File: config.mk
export PLATFORM = sky130hd
export DESIGN_NAME = i2s_rx_ctrl
export DESIGN_NICKNAME = d
export VERILOG_FILES = /design/src/rtl/i2s_rx_ctrl.sv
export SDC_FILE = /design/constraint.sdc
export NUM_CORES = 1
export LEC_CHECK = 0
export BUFFER_PORTS_ARGS = -buffer_cell sky130_fd_sc_hd__buf_4
export CELL_PAD_IN_SITES_DETAIL_PLACEMENT = 0
export CELL_PAD_IN_SITES_GLOBAL_PLACEMENT = 1
export CORE_MARGIN = 2
export CORE_UTILIZATION = 40
export DETAILED_ROUTE_END_ITERATION = 12
export HOLD_SLACK_MARGIN = 0.15
export PLACE_DENSITY_LB_ADDON = 0.1
export SYNTH_ARGS = -nofsm -noshare
export SYNTH_HDL_FRONTEND = slang
export SYNTH_SLANG_ARGS = --single-unit
File: constraint.sdc
create_clock -name clk -period 6.89 [get_ports clk]
set_clock_uncertainty 0.2 [all_clocks]
set_input_delay 2.067 -clock clk [delete_from_list [all_inputs] [get_ports clk]]
set_output_delay 2.067 -clock clk [all_outputs]
set_load 0.005 [all_outputs]
File: src/rtl/i2s_rx_ctrl.sv
// I2S receive-side master controller: generates bck/lrck from clk with a
// programmable half-period divider, sequences start/stop on frame boundaries,
// and captures one stereo sample per frame into a valid/ready holding register.
module i2s_rx_ctrl #(
    parameter int unsigned WORD_SIZE = 24,
    parameter int unsigned SLOT_BITS = 32,
    parameter int unsigned DIV_WIDTH = 8,
    parameter int unsigned CAP_BIT   = 4
) (
    input  logic                 clk,
    input  logic                 rst,
    input  logic                 en,
    input  logic [DIV_WIDTH-1:0] div,
    output logic                 bck,
    output logic                 lrck,
    output logic                 running,
    output logic                 frame_start,
    input  logic [WORD_SIZE-1:0] l_in,
    input  logic [WORD_SIZE-1:0] r_in,
    output logic [WORD_SIZE-1:0] sample_l,
    output logic [WORD_SIZE-1:0] sample_r,
    output logic                 sample_valid,
    input  logic                 sample_ready,
    output logic                 overrun,
    input  logic                 overrun_clr
);

    localparam int unsigned FRAME_BITS = 2 * SLOT_BITS;
    localparam int unsigned BIT_W      = $clog2(FRAME_BITS);

    typedef enum logic [1:0] {
        IDLE  = 2'd0,
        RUN   = 2'd1,
        DRAIN = 2'd2
    } state_t;

    state_t               state;
    logic [DIV_WIDTH-1:0] div_lat;
    logic [DIV_WIDTH-1:0] div_cnt;
    logic [BIT_W-1:0]     bit_cnt;

    logic                 div_hit;
    logic                 fall;
    logic                 wrap;
    logic                 cap;
    logic                 accept;
    logic                 load;
    logic [BIT_W-1:0]     bit_nxt;

    // Divider terminal count, falling-edge events, capture and handshake decode
    always_comb begin
        div_hit = (state != IDLE) && (div_cnt == div_lat);
        fall    = div_hit && bck;
        bit_nxt = (bit_cnt == BIT_W'(FRAME_BITS - 1)) ? '0 : bit_cnt + BIT_W'(1);
        wrap    = fall && (bit_nxt == '0);
        cap     = fall && (bit_nxt == BIT_W'(CAP_BIT));
        accept  = sample_valid && sample_ready;
        // an accept in the capture clk frees the register for the new word
        load    = cap && (!sample_valid || accept);
    end

    // Sequencer, clock generation, capture register and overrun flag
    always_ff @(posedge clk) begin
        if (rst) begin
            state        <= IDLE;
            div_lat      <= '0;
            div_cnt      <= '0;
            bit_cnt      <= '0;
            bck          <= 1'b0;
            lrck         <= 1'b0;
            running      <= 1'b0;
            frame_start  <= 1'b0;
            sample_l     <= '0;
            sample_r     <= '0;
            sample_valid <= 1'b0;
            overrun      <= 1'b0;
        end else begin
            frame_start <= 1'b0;

            case (state)
                IDLE: begin
                    if (en) begin
                        state       <= RUN;
                        running     <= 1'b1;
                        div_lat     <= div;
                        div_cnt     <= '0;
                        bit_cnt     <= '0;
                        bck         <= 1'b0;
                        lrck        <= 1'b0;
                        frame_start <= 1'b1;
                    end
                end
                RUN, DRAIN: begin
                    if (div_hit) begin
                        div_cnt <= '0;
                        bck     <= ~bck;
                    end else begin
                        div_cnt <= div_cnt + DIV_WIDTH'(1);
                    end

                    if (fall) begin
                        bit_cnt <= bit_nxt;
                        lrck    <= (bit_nxt >= BIT_W'(SLOT_BITS));
                    end

                    // a stop request completes only at the frame wrap
                    if (wrap && (state == DRAIN) && !en) begin
                        state   <= IDLE;
                        running <= 1'b0;
                        bck     <= 1'b0;
                        lrck    <= 1'b0;
                        div_cnt <= '0;
                    end else begin
                        if (wrap) begin
                            frame_start <= 1'b1;
                        end
                        state <= en ? RUN : DRAIN;
                    end
                end
                default: begin
                    state   <= IDLE;
                    running <= 1'b0;
                    bck     <= 1'b0;
                    lrck    <= 1'b0;
                end
            endcase

            if (load) begin
                sample_l     <= l_in;
                sample_r     <= r_in;
                sample_valid <= 1'b1;
            end else if (accept) begin
                sample_valid <= 1'b0;
            end

            // a dropped capture outranks a simultaneous clear
            if (cap && !load) begin
                overrun <= 1'b1;
            end else if (overrun_clr) begin
                overrun <= 1'b0;
            end
        end
    end

endmodule

Word level (Yosys, flattened, before mapping)
Index checks and enable logic that the tools add are counted.
{"block": "word_totals", "ff_bits": 78, "in_bits": 61, "output_inout_bits": 54, "elab_cells": 82}
{"block": "classes", "add_sub_neg": 2, "order_cmp": 1, "eq_ne": 10, "n_mux": 30, "bitwise_logic": 1, "n_reduce_logical": 26}
{"cell": "two-way mux 8 bit", "n": 3}
{"cell": "two-way mux 6 bit", "n": 3}
{"cell": "case mux 8 bit (2 select lines)", "n": 1}
{"cell": "two-way mux 1 bit", "n": 14}
{"cell": "case mux 6 bit (2 select lines)", "n": 1}
{"cell": "AND reduction 2 bit", "n": 5}
{"cell": "logical AND 1 bit", "n": 9}
{"cell": "adder 8 x 1 -> 8 bit, second input constant", "n": 1}
{"cell": "== test 8 bit", "n": 1}
{"cell": "case mux 1 bit (2 select lines)", "n": 4}
{"cell": "nonzero test 2 bit", "n": 4}
{"cell": "adder 6 x 1 -> 6 bit, second input constant", "n": 1}
{"cell": "== test 6 x 3 -> 1 bit, second input constant", "n": 1}
{"cell": "== test 6 bit, second input constant", "n": 1}
{"cell": "greater-or-equal comparator 6 bit, second input constant", "n": 1}
{"cell": "logical NOT 6 bit", "n": 1}
{"cell": "two-way mux 2 bit", "n": 3}
{"cell": "!= test 2 bit, second input constant", "n": 3}
{"cell": "!= test 3 bit, second input constant", "n": 2}
{"cell": "case mux 2 bit (2 select lines)", "n": 1}
{"cell": "logical NOT 1 bit", "n": 3}
{"cell": "AND reduction 3 bit", "n": 1}
{"cell": "== test 2 x 1 -> 1 bit, second input constant", "n": 1}
{"cell": "== test 2 bit, second input constant", "n": 1}
{"cell": "other kinds (4)", "n": 4}

Depth between registers and ports, before layout
Gate-level depths: netlist of the first run.
{"block": "depth", "word_depth": 8, "mapped_depth": 9, "mapped_depth_nobuf": 7}

Least setup slack after synthesis of the first run
No wires, ideal clock.
{"block": "synth_timing", "path_type": "input to register", "start": "input port en", "end": "register div_cnt[5]", "setup_time_ns": 0.129, "t_arrival_ns": 3.201, "required_ns": 6.561, "setup_slack_ns": 3.360, "cell_stages": 7, "n_path_buf": 2, "cell_sequence": "clkbuf_1 nor2b_1 clkbuf_1 nor3_1 and4_1 xnor2_1 nor2_1"}
{"block": "synth_between", "elab_chain_cells": 4, "elab_cells_between_ends": 6, "cone_classes": "eq/ne: 1; mux: 2; reduce/logical: 3"}
{"element": "start: declaration", "line": "12", "rtl": "input logic en,"}
{"element": "logical NOT 1 bit", "line": "107", "rtl": "if (wrap && (state == DRAIN) && !en) begin"}
{"element": "logical AND 1 bit", "line": "107"}
{"element": "two-way mux 8 bit", "line": "107"}
{"element": "case mux 8 bit (2 select lines)", "line": "80", "rtl": "case (state)"}
{"element": "end signal: assignment", "line": "98", "rtl": "div_cnt <= div_cnt + DIV_WIDTH'(1);"}
{"element": "end: declaration", "line": "39", "rtl": "logic [DIV_WIDTH-1:0] div_cnt;"}
Parallel ways exist; a longest one is shown, timed or not.
A chain may end at the register's enable or synchronous reset.

Worst setup path in the final report of the first run
{"block": "layout_timing", "start": "input port sample_ready", "end": "register sample_r[4]"}
{"block": "layout_between", "elab_chain_cells": 3}
{"element": "start: declaration", "line": "23", "rtl": "input logic sample_ready,"}
{"element": "logical AND 1 bit", "line": "57", "rtl": "accept = sample_valid && sample_ready;"}
{"element": "logical OR 1 bit", "line": "59", "rtl": "load = cap && (!sample_valid || accept);"}
{"element": "logical AND 1 bit", "line": "59"}
{"element": "end signal: assignment", "line": "130", "rtl": "sample_r <= r_in;"}
{"element": "end: declaration", "line": "21", "rtl": "output logic [WORD_SIZE-1:0] sample_r,"}
No other way between the ends.

==> results.ini, run 1 <==
[place]
gp_congestion = 0.776
dpl_cell_area_um2 = 4520
place_ws_ns = 2.85
port_buffers = 114
place.detailed.hpwl_mm = 6.61

[synth]
netlist_top_cells_area = dfxtp_1 43%, o31ai_1 10%, nand4_1 9.2%
synth_area_um2 = 3650
yosysTopAreaCell = dfxtp_1
synthXorXnorAreaFrac_pct = 3.12
synth_compound_area_share_pct = 25.4
ys_warn_count = 0
syn-num-nets = 495
synth_top_area_share_pct = 42.7
synthArstFlopShare_pct = 0
synth-seq-cells = 78
synth_area_per_cell_um2 = 8.54
synth_edf_count = 0
synth.area.mux_share_pct = 0.411
synth_cell_type_count = 43
ys_seq_area_share_pct = 42.7
synth_ff_type = dfxtp_1
synthCells = 428
yosys.area_share.simple_pct = 20.6
synth_top_family_by_area = compound AO/OA/AOI/OAI gates
synth-adder-area-share_pct = 2.05

[timing]
relSlewSlack_pct = 31.5
worst_pin_slew_ns = 1.03
fmax_mhz = 268
setup_tns_ns = 0
setup_violations = 0
fin_crit_sh_pct = 54.1
fin_ws_ns = 3.16
finalHoldViolations = 0
fin_crit_ns = 3.73
rsz0062_at_grt = no
whs_ns = 0.270
slew_viol_final = 0

[detailed_routing]
via_per_inst = 5.87
ant_nets = 0
finalWirelength_mm = 10.5
dr.pass1.iters = 4
post-route-drc-count = 0
drt_iter0_drc = 205
vias = 3662
wl_per_cell_um = 16.8

[floorplan]
rows = 34
die_h_um = 99.6
die_w_um = 99.6
dieArea_um2 = 9910
start_util_pct = 41.5
core_area_um2 = 8810
ios = 115

[global_route]
grtUsageTotal_pct = 21.0
antenna_found_initial = 0
grt_pass1_vias = 3391
grt_max_degree = 74
met2_usage_pct = 32.8
grt_pass1_wl_mm = 16.9
grt_util_met3_pct = 6.04
grt-ovfl-total = 0
gr-usage-met1_pct = 28.2
gr-max-usage-layer = met2

[layout]
drive_gt1_share_pct = 27.9
multi_input_area_um2 = 1910
syn2layout_area_growth_pct = 29.0
fillers = 844
design_area_um2 = 4710
diodes = 0
regArea_um2 = 1560
nets = 579

[clock_network]
ctsHoldBuffers = 0
root_buffer = clkbuf_8
postCtsSetupBuffers = 0
cts_resized = 0
path_clk_slew_ns = 0.09
clock-sinks = 78
clk_path_buf_depth = 2
cts_made_buffers = 9
cts_tree = built
clk-insertion-delay-late_ns = 0.35
cts-htree-levels = 3

[critical_path]
worst_setup_path_start_kind = input port
crit_top_cell = buf_4
worstPathCellList = buf_4 > nor2b_1 > nor3_2 > buf_4 > nand4_1 > a21oi_1
critPathCaptureType = flip-flop
criticalPathCategory = in -> reg
slowest_delay_ns = 0.78
crit_path_top_delay_cell = nor3_2
path_max_fanout = 33
r2r_end = sample_r[4]$_SDFFE_PP0P_
required_ns = 6.96
crit_arrival_ns = 3.80
rrSetupSlack_ns = 3.89
reg2reg_from = bit_cnt[0]$_SDFFE_PP0P_
reg2reg_depth = 7

[worst_hold_path]
hp-start = sample_l[12]$_SDFFE_PP0P_
hold-path-endpoint = sample_l[12]$_SDFFE_PP0P_
min_path_type = reg -> reg
hold_path_depth = 2

[pwr]
p_per_area_nw_per_um2 = 192
p_leak_nw = 1.80
vdd_drop_max_v = 0.0000815

[outcome]
status = finished, final reports clean

[flow_run]
cap_viol_max_count = 0

==> area by class of cell <==
cell class | count | area share, %
clock buffer | 10 | 2.71
clock inverter | 5 | 1.30
inverter | 6 | 0.478
multi-input combinational | 298 | 40.5
sequential | 78 | 33.1
tap | 108 | 2.87
timing repair buffer | 119 | 19.0
==> cells in the mapped netlist, types with 2 or more instances <==
library cell	instances
nor4_1	3
o21ai_0	7
and2_1	2
a21oi_1	63
nand4_1	54
a2111oi_0	3
clkbuf_1	34
xor2_1	11
or3_1	2
nor2_1	14
nand2_1	28
nor2b_1	3
buf_2	10
and3_1	3
nor3_1	4
buf_1	2
nand3_1	6
and4_1	2
nand4b_1	3
o31ai_1	49
o211ai_1	5
ha_1	6
dfxtp_1	78
xnor2_1	2
nand2b_1	5
inv_1	6
a31oi_1	2
o21a_1	2
a21o_1	5
==> worst max-delay path: cells and delay by family <==
family	cells	cell delay, ns
AO/OA/AOI/OAI	1	0.19
buffers and inverters	2	0.55
AND/OR/NAND/NOR	3	0.98
==> stage by stage <==
stage	power [W]	cells	util [%]
floorplan	0.000531	428	-
global placement	0.000577	609	51.4
detailed placement	0.000577	609	51.4
CTS	0.000914	624	53.5
global route	0.000945	624	53.5
finish	0.000904	624	53.5
==> worst max path at each step <==
stage,startpoint,to,slack (ns),cells after the start
CTS,sample_ready,sample_r[11]$_SDFFE_PP0P_,3.20,6
global placement,sample_ready,sample_l[12]$_SDFFE_PP0P_,2.83,6
detailed placement,sample_ready,sample_r[11]$_SDFFE_PP0P_,2.85,6
floorplan,en,div_cnt[5]$_SDFFE_PP0P_,3.36,7
global route,sample_ready,sample_r[9]$_SDFFE_PP0P_,3.06,6
finish,sample_ready,sample_r[4]$_SDFFE_PP0P_,3.16,6
==> state kept, by name, summed over array words and instances, names as in the netlist <==
| name | cells |
|---|---|
| bit_cnt | 6 |
| bck | 1 |
| sample_r | 24 |
| sample_valid | 1 |
| frame_start | 1 |
| sample_l | 24 |
| running | 1 |
| div_lat | 8 |
| lrck | 1 |
| div_cnt | 8 |
| overrun | 1 |
| state | 2 |
==> routing by layer <==
metal | wire length, um | up-vias
met5 | 0 | -
met4 | 157 | 0
met3 | 776 | 13
met2 | 4760 | 121
met1 | 4810 | 1739
li1 | - | 1789
==> placed cells by master, fill, tap and decap left out, types with 2 or more instances in the layout <==
| master | synthesis | routed |
|---|---|---|
| buf_4 | 0 | 119 |
| dfxtp_1 | 78 | 78 |
| a21oi_1 | 63 | 63 |
| nand4_1 | 54 | 54 |
| o31ai_1 | 49 | 48 |
| nand2_1 | 28 | 28 |
| nor2_1 | 14 | 14 |
| xor2_1 | 11 | 11 |
| clkbuf_8 | 0 | 9 |
| o21ai_0 | 7 | 7 |
| inv_1 | 6 | 6 |
| ha_1 | 6 | 6 |
| nand2b_1 | 5 | 5 |
| nand3_1 | 6 | 5 |
| a21o_1 | 5 | 5 |
| o211ai_1 | 5 | 5 |
| nor3_1 | 4 | 3 |
| nor2b_1 | 3 | 3 |
| nor4_1 | 3 | 3 |
| a2111oi_0 | 3 | 3 |
| nand4b_1 | 3 | 3 |
| clkinvlp_4 | 0 | 3 |
| nand3_2 | 1 | 2 |
| and3_1 | 3 | 2 |
| and2_1 | 2 | 2 |
| or3_1 | 2 | 2 |
| o31ai_4 | 1 | 2 |
| a31oi_1 | 2 | 2 |
| o21a_1 | 2 | 2 |
| and4_1 | 2 | 2 |
| xnor2_1 | 2 | 2 |
==> power breakdown <==
group	total, W	switching [W]	leakage, nW	internal [W]
sequential	0.000462	0.00000534	0.630	0.000457
clock	0.000337	0.000171	0.0846	0.000166
combinational	0.000105	0.0000668	1.09	0.0000383
==> cell families after synthesis <==
| group | count (synthesis) |
|---|---|
| AND/OR/NAND/NOR | 134 |
| flip-flops | 78 |
| multiplexers | 1 |
| adder cells (fa/ha/maj) | 6 |
| XOR/XNOR | 13 |
| AO/OA/AOI/OAI | 144 |
| buffers and inverters | 52 |
No activity file was read; power rests on OpenSTA's default activity.
==> run 2: changes to the inputs <==
--- a/config.mk
+++ b/config.mk
@@ -5,11 +5,12 @@
 export SDC_FILE = /design/constraint.sdc
 export NUM_CORES = 1
 export LEC_CHECK = 0
+export ABC_AREA = 1
 export BUFFER_PORTS_ARGS = -buffer_cell sky130_fd_sc_hd__buf_4
 export CELL_PAD_IN_SITES_DETAIL_PLACEMENT = 0
 export CELL_PAD_IN_SITES_GLOBAL_PLACEMENT = 1
 export CORE_MARGIN = 2
-export CORE_UTILIZATION = 40
+export CORE_UTILIZATION = 31
 export DETAILED_ROUTE_END_ITERATION = 12
 export HOLD_SLACK_MARGIN = 0.15
 export PLACE_DENSITY_LB_ADDON = 0.1
==> constraint.sdc (replaced) <==
create_clock -name clk -period 3.1 [get_ports clk]
set_clock_uncertainty 0.2 [all_clocks]
set_input_delay 0.93 -clock clk [delete_from_list [all_inputs] [get_ports clk]]
set_output_delay 0.93 -clock clk [all_outputs]
set_load 0.005 [all_outputs]
==> run 2 against run 1 <==
Register-to-register slack got worse by 3.2 ns. Worst hold slack about the same. Critical path type is now reg -> reg. Highest routed layer unchanged. Global-route usage decreased by 4.4 points. Sequential share of layout area increased by 1.2 points. Clock power increased by 140%. Setup slack got worse by 2.4 ns. Via count decreased by 9.6%. Synthesized cell count increased by 6.8%. Final cell count increased by 14%. Flip-flop and latch count unchanged. First-iteration DRC count decreased by 30%.
==> results.ini, run 2 <==
[outcome]
status = finished, final reports clean

[synth]
yosysTopAreaCell = dfxtp_1
synth_top_area_share_pct = 46.5  ; +3.7 points
synth_ff_type = dfxtp_1
synth_edf_count = 0  ; unchanged
synth_area_um2 = 3360  ; -8.0%
syn-num-nets = 524  ; +5.9%
synth_area_per_cell_um2 = 7.35  ; -14%
ys_warn_count = 0  ; unchanged
synthCells = 457  ; +6.8%
ys_seq_area_share_pct = 46.5  ; +3.7 points
synth-seq-cells = 78  ; unchanged
yosysMostFrequentCell = dfxtp_1
synthArstFlopShare_pct = 0  ; unchanged
synthTopCellsByCount = 78 x dfxtp_1, 73 x nor2_1, 60 x nand2_1
netlist_top_cells_area = dfxtp_1 46%, nor2_1 8.2%, nor3_1 7.6%
synth_cell_type_count = 26  ; -40%

[timing]
setup_tns_ns = 0  ; unchanged
worst_pin_slew_ns = 0.523  ; -0.505 ns
slew_viol_final = 0  ; unchanged
fin_crit_sh_pct = 76.8
setup_violations = 0  ; unchanged
fin_crit_ns = 2.38
finalHoldViolations = 0  ; unchanged
rsz0062_at_grt = no
relSlewSlack_pct = 65.1  ; +34 points
fmax_mhz = 420

[floorplan]
dieArea_um2 = 11700  ; +18%
core_area_um2 = 10700  ; +21%
rows = 38  ; +12%
die_w_um = 108  ; +8.6%
die_h_um = 108  ; +8.6%
ios = 115  ; unchanged
start_util_pct = 31.4  ; -10 points

[clock_network]
clk_path_buf_depth = 2  ; unchanged
cts_made_buffers = 9  ; unchanged
cts_resized = 0  ; unchanged
root_buffer = clkbuf_8
postCtsSetupBuffers = 0  ; unchanged
path_clk_slew_ns = 0.08  ; about the same
clock-sinks = 78  ; unchanged
clk-insertion-delay-late_ns = 0.34  ; about the same
cts-htree-levels = 3  ; unchanged
cts_tree = built
ctsHoldBuffers = 0  ; unchanged

[global_route]
grtUsageTotal_pct = 16.6  ; -4.4 points
grt-ovfl-total = 0  ; unchanged
grt_pass1_wl_mm = 15.4  ; -8.9%
grt_pass1_vias = 3211  ; -5.3%
grt_max_degree = 49  ; -34%
antenna_found_initial = 0  ; unchanged

[critical_path]
crit_path_top_delay_cell = dfxtp_1
worst_setup_path_start_kind = flip-flop
crit_arrival_ns = 2.41  ; -1.39 ns
worstPathCellList = inv_1 > ha_1 > a21oi_1 > nand3_1 > nor3_4 > nand3_2 > buf_4 > nor3_1 > nor2_1
slowest_delay_ns = 0.36  ; -0.42 ns
reg2reg_depth = 9  ; +2
criticalPathCategory = reg -> reg
path_max_fanout = 48  ; +45%
critPathCaptureType = flip-flop
required_ns = 3.13  ; -3.83 ns
rrSetupSlack_ns = 0.72  ; -3.17 ns
r2r_end = sample_l[13]$_SDFFE_PP0P_
reg2reg_from = state[0]$_SDFFE_PP0P_

[detailed_routing]
drt_iter0_drc = 144  ; -30%
finalWirelength_mm = 9.38  ; -11%
post-route-drc-count = 0  ; unchanged
ant_nets = 0  ; unchanged
vias = 3312  ; -9.6%
wl_per_cell_um = 13.2  ; -21%
dr.pass1.iters = 4  ; unchanged
via_per_inst = 4.67  ; -20%

[pwr]
p_comb_share_pct = 9.3  ; -2.3 points
p_sw_w = 0.000502  ; +110%
switching_share_pct = 24.7  ; -2.1 points
clkPwrFrac_pct = 39.8  ; +2.5 points
p_leak_nw = 2.08  ; +16%
p_seq_share_pct = 50.9  ; -0.2 points
vdd_drop_max_v = 0.000174  ; +110%
p_per_area_nw_per_um2 = 446  ; +130%
intPower_w = 0.00153  ; +130%

[layout]
drive_gt1_share_pct = 25.5  ; -2.4 points
largestRegisters = sample_l: 24 flops, sample_r: 24 flops
fillers = 1112  ; +32%
fin_util_pct = 42.5  ; -11 points
nets = 631  ; +9.0%
diodes = 0  ; unchanged
multi_input_area_um2 = 1540  ; -19%
syn2layout_area_growth_pct = 35.3
final_cell_mix = 121 x buf_4, 78 x dfxtp_1, 72 x nor2_1
regArea_um2 = 1560  ; unchanged
final_common_cell = buf_4

[worst_hold_path]
hold-path-endpoint = running$_SDFFE_PP0P_
min_path_type = reg -> reg
hold_path_depth = 2  ; unchanged
hp-start = running$_SDFFE_PP0P_

[place]
port_buffers = 114  ; unchanged
place.detailed.hpwl_mm = 6.49  ; -1.7%
gp_congestion = 0.824  ; +6.3%

[flow_run]
cap_viol_max_count = 0  ; unchanged

run 2: cell types whose count changed in the layout (fill, tap and decap cells not counted), moves of 34 or more:
cell and change:
nor2_1 +58, nand4_1 -42, a21oi_1 -34, o31ai_1 -48, nor3_1 +48
run 2: critical path: cells and delay by family, from the launching register on:
kind / cells / cell delay (ns)
AND/OR/NAND/NOR: 5 / 0.94
buffers and inverters: 2 / 0.38
AO/OA/AOI/OAI: 1 / 0.15
adder cells (fa/ha/maj): 1 / 0.23
flip-flops: 1 / 0.36
run 2: worst max path at each step:
stage / startpoint / slack (ns) / depth (start not counted) / endpoint
2_1_floorplan: sample_ready / 0.92 / 5 / sample_r[14]$_SDFFE_PP0P_
3_3_place_gp: state[0]$_SDFFE_PP0P_ / 0.72 / 10 / sample_l[14]$_SDFFE_PP0P_
3_5_place_dp: state[0]$_SDFFE_PP0P_ / 0.71 / 9 / sample_l[13]$_SDFFE_PP0P_
4_1_cts: state[0]$_SDFFE_PP0P_ / 0.69 / 9 / sample_l[13]$_SDFFE_PP0P_
5_1_grt: bit_cnt[0]$_SDFFE_PP0P_ / 0.42 / 11 / sample_l[5]$_SDFFE_PP0P_
6_report: state[0]$_SDFFE_PP0P_ / 0.72 / 9 / sample_l[13]$_SDFFE_PP0P_
run 2: layer usage:
| layer | track usage [%] | vias up | routed length, um |
|---|---|---|---|
| met1 | 21.3 | 1509 | 4350 |
| met5 | 0 | - | 0 |
| met4 | 5.49 | 0 | 82 |
| met3 | 4.82 | 8 | 588 |
| li1 | - | 1722 | - |
| met2 | 26.8 | 73 | 4360 |
run 2: cell families after synthesis:
logic type | count (synthesis) | synth area share, %
AOI/OAI and AO/OA | 92 | 14.0
xor gates and xnor gates | 6 | 1.56
adders and majority gates | 6 | 2.23
buffers and inverters | 61 | 7.86
DFF | 78 | 46.5
and+or+nand+nor | 214 | 27.9
run 2: final cells by class:
| type | instances | area share (%) |
|---|---|---|
| flip-flops and latches | 78 | 34.3 |
| multi-input cells | 318 | 33.9 |
| repair buffers | 122 | 20.4 |
| well taps | 140 | 3.85 |
| clock buffers | 12 | 3.41 |
| inverters | 35 | 2.89 |
| clock inverters | 4 | 1.18 |
run 2: metrics by stage:
| stage | hold WS [ns] | power (W) | area (um^2) | std cells | worst slack (ns) |
|---|---|---|---|---|---|
| after floorplan | 0.244 | 0.00115 | 3360 | 457 | 0.916 |
| after global placement | 0.257 | 0.00125 | 4340 | 693 | 0.723 |
| after detailed placement | 0.256 | 0.00125 | 4340 | 693 | 0.709 |
| after CTS | 0.269 | 0.00206 | 4550 | 709 | 0.691 |
| after global routing | 0.302 | 0.00213 | 4550 | 709 | 0.423 |
| final | 0.269 | 0.00203 | 4550 | 709 | 0.719 |
run 2: power groups by stage:
stage               Combinational, W  Clock [W]  Sequential [W]
floorplan                  0.0000936          0         0.00105
global placement            0.000192          0         0.00106
detailed placement          0.000192          0         0.00106
CTS                         0.000193   0.000837         0.00103
global route                0.000214   0.000881         0.00104
finish                      0.000189   0.000807         0.00103
